<file path="src/rtl/dnoc_itf_in_d_channel_rx.sv">
// rtl/dnoc_itf_in_d_channel_rx.sv - data-NoC receive channel: head decode, SRAM write address gen, return steering.
// Optional DNOC_RX_LEN_CHECK_EN: compare accepted flit count against the head length field for writes/drains.
module dnoc_itf_in_d_channel_rx #(
    parameter logic [3:0] NODE_ID = 4'd0
) (
    input  logic         clk,
    input  logic         rst,
    input  logic [255:0] out_flit,
    input  logic         out_last,
    input  logic         out_valid,
    output logic         out_ready,
    output logic [12:0]  mem_wr_addr,
    output logic [255:0] mem_wr_data,
    output logic         mem_wr_valid,
    input  logic         mem_wr_ready,
    output logic [255:0] core_rd_ret_data,
    output logic         core_rd_ret_valid,
    output logic         core_rd_ret_last,
    input  logic         core_rd_ret_ready,
    output logic [255:0] dma_wr_ret_data,
    output logic         dma_wr_ret_valid,
    output logic         dma_wr_ret_last,
    input  logic         dma_wr_ret_ready,
    output logic [3:0]   hdr_src_id,
    output logic         hdr_from_dma,
    output logic [11:0]  hdr_mc_scale,
    output logic         wr_done,
    output logic [1:0]   err,
    input  logic         err_clr
);
    typedef enum logic [2:0] {S_IDLE, S_WR, S_DRAIN, S_RET_CORE, S_RET_DMA} state_t;

    state_t      state_q, state_d;
    logic [12:0] len_l_q, len_l_d, stride_q, stride_d, gap_q, gap_d, total_n_q, total_n_d;
    logic [12:0] row_base_q, row_base_d, col_off_q, col_off_d;
    logic [12:0] inner_cnt_q, inner_cnt_d, beat_cnt_q, beat_cnt_d, addr_q, addr_d;
    logic [3:0]  src_q, src_d;
    logic        from_dma_q, from_dma_d;
    logic [11:0] mc_q, mc_d;
    logic        wr_done_q, wr_done_d;
    logic [1:0]  err_q, err_d;
    logic        len_bad;

    assign mem_wr_data      = out_flit;
    assign core_rd_ret_data = out_flit;
    assign dma_wr_ret_data  = out_flit;
    assign mem_wr_addr      = addr_q;
    assign hdr_src_id       = src_q;
    assign hdr_from_dma     = from_dma_q;
    assign hdr_mc_scale     = mc_q;
    assign wr_done          = wr_done_q;
    assign err              = err_q;

`ifdef DNOC_RX_LEN_CHECK_EN
    assign len_bad = (beat_cnt_q + 13'd1) != total_n_q;
    logic unused_flit_bits;
    assign unused_flit_bits = ^{out_flit[255:160], out_flit[146:108], out_flit[81:56], out_flit[42:31]};
`else
    assign len_bad = 1'b0;
    logic unused_flit_bits;
    assign unused_flit_bits = ^{out_flit[255:160], out_flit[146:108], out_flit[81:56], out_flit[42:31], total_n_q};
`endif

    always_comb begin
        state_d     = state_q;
        len_l_d     = len_l_q;
        stride_d    = stride_q;
        gap_d       = gap_q;
        total_n_d   = total_n_q;
        row_base_d  = row_base_q;
        col_off_d   = col_off_q;
        inner_cnt_d = inner_cnt_q;
        beat_cnt_d  = beat_cnt_q;
        addr_d      = addr_q;
        src_d       = src_q;
        from_dma_d  = from_dma_q;
        mc_d        = mc_q;
        wr_done_d   = 1'b0;
        err_d       = err_clr ? 2'b00 : err_q;
        out_ready         = 1'b0;
        mem_wr_valid      = 1'b0;
        core_rd_ret_valid = 1'b0;
        core_rd_ret_last  = 1'b0;
        dma_wr_ret_valid  = 1'b0;
        dma_wr_ret_last   = 1'b0;
        case (state_q)
            S_IDLE: begin
                out_ready = 1'b1;
                if (out_valid) begin
                    len_l_d     = out_flit[159:147];
                    stride_d    = out_flit[107:95];
                    gap_d       = out_flit[94:82];
                    total_n_d   = out_flit[55:43];
                    src_d       = out_flit[17:14];
                    from_dma_d  = out_flit[13];
                    mc_d        = out_flit[11:0];
                    row_base_d  = out_flit[30:18];
                    addr_d      = out_flit[30:18];
                    col_off_d   = '0;
                    inner_cnt_d = '0;
                    beat_cnt_d  = '0;
                    if (out_flit[12]) begin
                        if (!out_last) state_d = out_flit[13] ? S_RET_DMA : S_RET_CORE;
                    end else begin
                        if (out_flit[3:0] != NODE_ID) err_d[1] = 1'b1;
                        if (out_last) wr_done_d = 1'b1;
                        else state_d = (out_flit[3:0] == NODE_ID) ? S_WR : S_DRAIN;
                    end
                end
            end
            S_WR: begin
                out_ready    = mem_wr_ready;
                mem_wr_valid = out_valid;
                if (out_valid && mem_wr_ready) begin
                    beat_cnt_d = beat_cnt_q + 13'd1;
                    // L==0 disables the outer wrap; the column just keeps striding.
                    if (len_l_q != '0 && inner_cnt_q == len_l_q - 13'd1) begin
                        row_base_d  = row_base_q + gap_q;
                        col_off_d   = '0;
                        inner_cnt_d = '0;
                        addr_d      = row_base_q + gap_q;
                    end else begin
                        col_off_d   = col_off_q + stride_q;
                        inner_cnt_d = inner_cnt_q + 13'd1;
                        addr_d      = row_base_q + col_off_q + stride_q;
                    end
                    if (out_last) begin
                        wr_done_d = 1'b1;
                        state_d   = S_IDLE;
                        if (len_bad) err_d[0] = 1'b1;
                    end
                end
            end
            S_DRAIN: begin
                out_ready = 1'b1;
                if (out_valid) begin
                    beat_cnt_d = beat_cnt_q + 13'd1;
                    if (out_last) begin
                        state_d = S_IDLE;
                        if (len_bad) err_d[0] = 1'b1;
                    end
                end
            end
            S_RET_CORE: begin
                out_ready         = core_rd_ret_ready;
                core_rd_ret_valid = out_valid;
                core_rd_ret_last  = out_last;
                if (out_valid && core_rd_ret_ready) begin
                    beat_cnt_d = beat_cnt_q + 13'd1;
                    if (out_last) state_d = S_IDLE;
                end
            end
            S_RET_DMA: begin
                out_ready        = dma_wr_ret_ready;
                dma_wr_ret_valid = out_valid;
                dma_wr_ret_last  = out_last;
                if (out_valid && dma_wr_ret_ready) begin
                    beat_cnt_d = beat_cnt_q + 13'd1;
                    if (out_last) state_d = S_IDLE;
                end
            end
            default: state_d = S_IDLE;
        endcase
    end

    always_ff @(posedge clk) begin
        if (rst) begin
            state_q     <= S_IDLE;
            len_l_q     <= '0;
            stride_q    <= '0;
            gap_q       <= '0;
            total_n_q   <= '0;
            row_base_q  <= '0;
            col_off_q   <= '0;
            inner_cnt_q <= '0;
            beat_cnt_q  <= '0;
            addr_q      <= '0;
            src_q       <= '0;
            from_dma_q  <= 1'b0;
            mc_q        <= '0;
            wr_done_q   <= 1'b0;
            err_q       <= 2'b00;
        end else begin
            state_q     <= state_d;
            len_l_q     <= len_l_d;
            stride_q    <= stride_d;
            gap_q       <= gap_d;
            total_n_q   <= total_n_d;
            row_base_q  <= row_base_d;
            col_off_q   <= col_off_d;
            inner_cnt_q <= inner_cnt_d;
            beat_cnt_q  <= beat_cnt_d;
            addr_q      <= addr_d;
            src_q       <= src_d;
            from_dma_q  <= from_dma_d;
            mc_q        <= mc_d;
            wr_done_q   <= wr_done_d;
            err_q       <= err_d;
        end
    end
endmodule

</file>
<file path="config.mk">
export PLATFORM = sky130hd
export DESIGN_NAME = dnoc_itf_in_d_channel_rx
export DESIGN_NICKNAME = d
export VERILOG_FILES = /design/src/rtl/dnoc_itf_in_d_channel_rx.sv
export SDC_FILE = /design/constraint.sdc
export NUM_CORES = 1
export LEC_CHECK = 0
export BUFFER_PORTS_ARGS = -buffer_cell sky130_fd_sc_hd__buf_2
export CORE_AREA = 4 4 421 423
export CTS_BUF_LIST = sky130_fd_sc_hd__clkbuf_8
export DETAILED_ROUTE_END_ITERATION = 12
export DIE_AREA = 0 0 425 427
export GPL_TIMING_DRIVEN = 0
export SETUP_SLACK_MARGIN = 0.05
export SLEW_MARGIN = 20
export SYNTH_ARGS = -nofsm -noshare
export SYNTH_HDL_FRONTEND = slang
export SYNTH_SLANG_ARGS = --single-unit
</file>
<file path="constraint.sdc">
create_clock -name clk -period 6 [get_ports clk]
set_input_delay 1.2 -clock clk [delete_from_list [all_inputs] [get_ports clk]]
set_output_delay 1.2 -clock clk [all_outputs]
set_load 0.02 [all_outputs]
</file>
== Word level (Yosys, flattened, before mapping) ==
Cells that the tools add are included.

* Register bits: 113
* Word-level logic and storage cells: 87
* Input port bits: 264
* Output and inout bits: 807

* Equal/unequal tests: 12
* Muxes and demuxes: 42
* Reductions and logical operators: 14
* Add/sub/neg operators: 6

{| class="wikitable"
|+ Operators by type and width
! kind !! number
|-
| two-way mux 13 bit || 10
|-
| case mux 13 bit (2 select lines) || 4
|-
| adder 13 bit || 4
|-
| two-way mux 3 bit || 10
|-
| case mux 3 bit (5 select lines) || 1
|-
| != test 2 bit, second input constant || 7
|-
| adder 13 x 1 -> 13 bit, second input constant || 1
|-
| == test 13 bit || 1
|-
| two-way mux 1 bit || 13
|-
| nonzero test 13 bit || 1
|-
| subtractor 13 x 1 -> 13 bit, second input constant || 1
|-
| == test 3 x 2 -> 1 bit, second input constant || 2
|-
| AND reduction 6 bit || 1
|-
| logical AND 1 bit || 4
|-
| zero test 4 bit || 1
|-
| two-way mux 2 bit || 2
|-
| case mux 1 bit (4 select lines) || 1
|-
| AND reduction 4 bit || 1
|-
| nonzero test 4 bit || 1
|-
| == test 3 x 1 -> 1 bit, second input constant || 1
|-
| == test 3 bit, second input constant || 1
|-
| zero test 3 bit || 1
|-
| AND reduction 3 bit || 1
|-
| case mux 1 bit (2 select lines) || 1
|-
| other kinds (3) || 3
|}

== Logic depth before layout (Yosys ltp) ==
* Depth in word-level cells: 6
* Depth in mapped cells: 13
* Depth with buffers taken out: 13

== Worst setup path before layout ==
OpenSTA, ideal clock, no wires.

* Path type: reg2out
* From: reg state_q[2]
* To: out mem_wr_valid
* Arrival: 1.783 ns
* Data required time: 4.800 ns
* Cell stages (with the launch flop): 6
* Setup slack: 3.017 ns
* Cell sequence: dfxtp_1 -> clkbuf_1 -> nor3_1 -> clkbuf_1 -> clkbuf_1 -> and2_1

* Cells in the longest elaborated chain, start to end: 2

{| class="wikitable"
|+ Ends and longest elaborated chain
! item !! RTL line !! text
|-
| start: declaration || 33 || <nowiki>state_t state_q, state_d;</nowiki>
|-
| start signal: assignment || 184 || <nowiki>state_q <= state_d;</nowiki>
|-
| == test 3 x 1 -> 1 bit || 86 || <nowiki>case (state_q)</nowiki>
|-
| two-way mux 1 bit || 86 ||
|-
| end: declaration || 14 || <nowiki>output logic mem_wr_valid,</nowiki>
|}

No other way between the ends.

== Worst setup path after layout ==
* From: reg state_q[0]
* To: out mem_wr_valid

The elaborated chain is that of the path after synthesis.

==> impl_results.md <==
- Maximum fanout along the worst path: 10
- Worst Tran Pin Value: 987 ps
- Port bufs: 882
- Mapped Nets: 1992
- WL final: 89200 um
- Vias per cell: 2.81
- P per Cell Area: 160 mW/mm^2
- Gate power share: 0.506
- Num CTS Buffers: 17
- Worst path arrival time: 3100 ps
- Top cells by area, synth: buf_4 45%, dfxtp_1 18%, nand2_1 5.0%
- Most used DFF post-synth: dfxtp_1
- Seq/Total Area, Yosys: 0.176
- HPWL Detailed: 79200 um
- Clock buffer depth: 2
- Post-CTS setup buffer count: 0
- Mapped cell area: 0.0129 sq mm
- Synthesis Warnings: 0
- First-pass GRT wire length: 110000 um
- Tmin final: 4300 ps
- Clock power share: 0.233
- Switching Fraction: 0.442
- Worst-path clk slew: 80 ps
- Wire per inst: 18.1 um
- Area growth, synth to finish: 60.5%
- Hold Violations, Final: 0
- LEAKAGE: 10.3 nW
- Fmax achieved: 232 MHz
- Syn avg cell area: 7.69 sq um
- Rows: 153
- Setup WS pre-CTS: 2170 ps
- Reg power frac: 0.261
- VDD IR max: 0.000138 V
- Clock latency on the worst-skew pair: 500 ps
- H-tree depth: 4
- Max Cap Violations: 0
- Number of global-route vias before repair: 12700
- Status: finished, final reports clean
- Pins over their slew limit: 0
- Setup crit start kind: register
- Die height: 427 um
- Setup CP Type: register to output pin
- Layout cells sized above 1: 0.663
- Core outline area: 0.173 sq mm
- Commonest cells post-synth: 770 x buf_4, 171 x nand2_1, 113 x dfxtp_1
- Vias: 13900
- Net Sw Power: 0.00147 W
- Largest net degree at the start of global routing: 17
- Clock skew: 26.3 ps
- Final worst slack: 1700 ps
- Chip Width: 425 um
- TNS Setup: 0 ps
- Final #Nets: 2895
- Cts hold-fix bufs: 0
- Share of Yosys cell area claimed by the top area cell type: 0.449
- Ys async rst share: 0
- Critical path's slowest cell: nor3_2
- Ports: 1071
- WP data required: 4800 ps
- Drt pass-1 iters: 6
- FF+latch count, synth: 113
- CTS tree: done
- Leading area contributor after synthesis: buf_4
- Most used cell, CP: clkbuf_1
- Grt ovf: 0
- RSZ-0062 raised after global routing: no
- Final ANT Viol Nets: 0
- Rel. slew slack: 0.342
- GRT Resource Usage Total: 0.0907
- Root buffer cell: clkbuf_8
- Post-CTS resize count: 0
- Critical path, cell by cell: inv_1 > nor3_2 > clkbuf_1 > clkbuf_1 > and2_1 > buf_2
- Top-count cell post-synth: buf_4
- Initial antenna violation count: 51
- Crit-path max cell delay: 630 ps
- DRC viols: 0
- Final RePlAce weighted congestion: 0.819
- Part of the cycle the worst path needs: 0.717
- Clk sinks: 113
- Post-Syn Instances: 1676
- Worst Hold Class: register to register
- Iter 0 DRT Violations: 783
- Yosys cell types: 76
- Initial Util: 0.0743
- Final setup viols: 0
- Die area: 0.181 sq mm
- Int Power: 0.00185 W
- Crit end category: output pin
- Number of flops mapped to enable cells by yosys: 0
-- per-layer routing --
metal	share of wire	wire length, um	up-vias	GRT usage
li1	-	-	6598	-
met1	0.38	34000	6506	0.104
met2	0.48	42500	628	0.150
met3	0.10	9220	103	0.0382
met4	0.037	3280	28	0.0335
met5	0.0020	181	-	0
-- kinds of logic (layout without fill, tap and decap cells) --
family | count (synthesis) | after routing | synth area share
compound gates | 224 | 224 | 0.113
xor+xnor | 50 | 50 | 0.0340
fa+ha+maj | 52 | 52 | 0.0592
buf+inv | 853 | 1769 | 0.476
flops | 113 | 113 | 0.176
mux | 6 | 6 | 0.00476
other cells | 1 | 16 | 0.000291
simple gates | 377 | 377 | 0.137
-- sequential cells by signal (all words and copies together), names as in the netlist --
| name | cells |
|---|---|
| hdr_from_dma | 1 |
| inner_cnt_q | 13 |
| gap_q | 13 |
| hdr_src_id | 4 |
| hdr_mc_scale | 12 |
| row_base_q | 13 |
| len_l_q | 13 |
| err | 1 |
| stride_q | 13 |
| state_q | 3 |
| wr_done | 1 |
| col_off_q | 13 |
| mem_wr_addr | 13 |
-- power by group through the flow --
| stage | Sequential [W] | Combinational (W) | Clock (W) |
|---|---|---|---|
| 5_1_grt | 0.000872 | 0.00180 | 0.000822 |
| 3_3_place_gp | 0.000880 | 0.00169 | 0 |
| 3_5_place_dp | 0.000881 | 0.00170 | 0 |
| 2_1_floorplan | 0.000882 | 0.00111 | 0 |
| 6_report | 0.000863 | 0.00168 | 0.000771 |
| 4_1_cts | 0.000863 | 0.00171 | 0.000800 |
-- final cells by class --
class / instances / area [sq um]
diodes: 15 / 37.5
plain buffers: 825 / 6030
clock buffers: 17 / 234
clock inverters: 15 / 165
fillers: 20200 / 153000
inverters: 28 / 105
multi-input cells: 710 / 4500
flip-flops and latches: 113 / 2260
well taps: 2325 / 2910
repair buffers: 884 / 4430
-- cells in the final DEF (no fill, tap or decap), drive strengths merged, types with 6 or more instances in the layout --
master	synthesis	routed
nand3	35	35
ha	37	37
o2111ai	7	7
nor2b	6	6
nand2	174	174
or3	10	10
dfxtp	113	113
a21oi	102	102
nand4	20	20
o21ai	31	31
nor2	42	42
inv	28	37
a31oi	9	9
xnor2	25	25
fa	15	15
diode	0	15
and3	19	19
clkbuf	47	64
buf	778	1662
xor2	25	25
a211oi	13	13
nor3	43	43
o211ai	9	9
-- final timing paths --
path | startpoint | endpoint | slack [ps] | cells after the start
setup / recovery | state_q[0] | mem_wr_valid | 1700 | 6
hold / removal | hdr_mc_scale[5] | hdr_mc_scale[5] | 460 | 2
setup reg to reg | len_l_q[0] | inner_cnt_q[9] | 2630 | 11
hold reg to reg | hdr_mc_scale[5] | hdr_mc_scale[5] | 460 | 2
-- critical path, delay by kind of cell, from the launching register on --
kind / cells / cell delay [ps]
DFF: 1 / 480
and+or+nand+nor: 2 / 820
buffers and inverters: 4 / 1310
-- metrics by stage --
| stage | std cells | hold slack (ps) | util | area, sq um | total power, W |
|---|---|---|---|---|---|
| global placement | 4883 | 442 | 0.117 | 20200 | 0.00257 |
| CTS | 4917 | 457 | 0.119 | 20600 | 0.00337 |
| floorplan | 1676 | 441 | - | 12900 | 0.00199 |
| detailed placement | 4885 | 446 | 0.117 | 20200 | 0.00258 |
| finish | 4932 | 456 | 0.119 | 20700 | 0.00331 |
| global route | 4918 | 477 | 0.119 | 20600 | 0.00349 |
No activity file was read; power rests on OpenSTA's default activity.
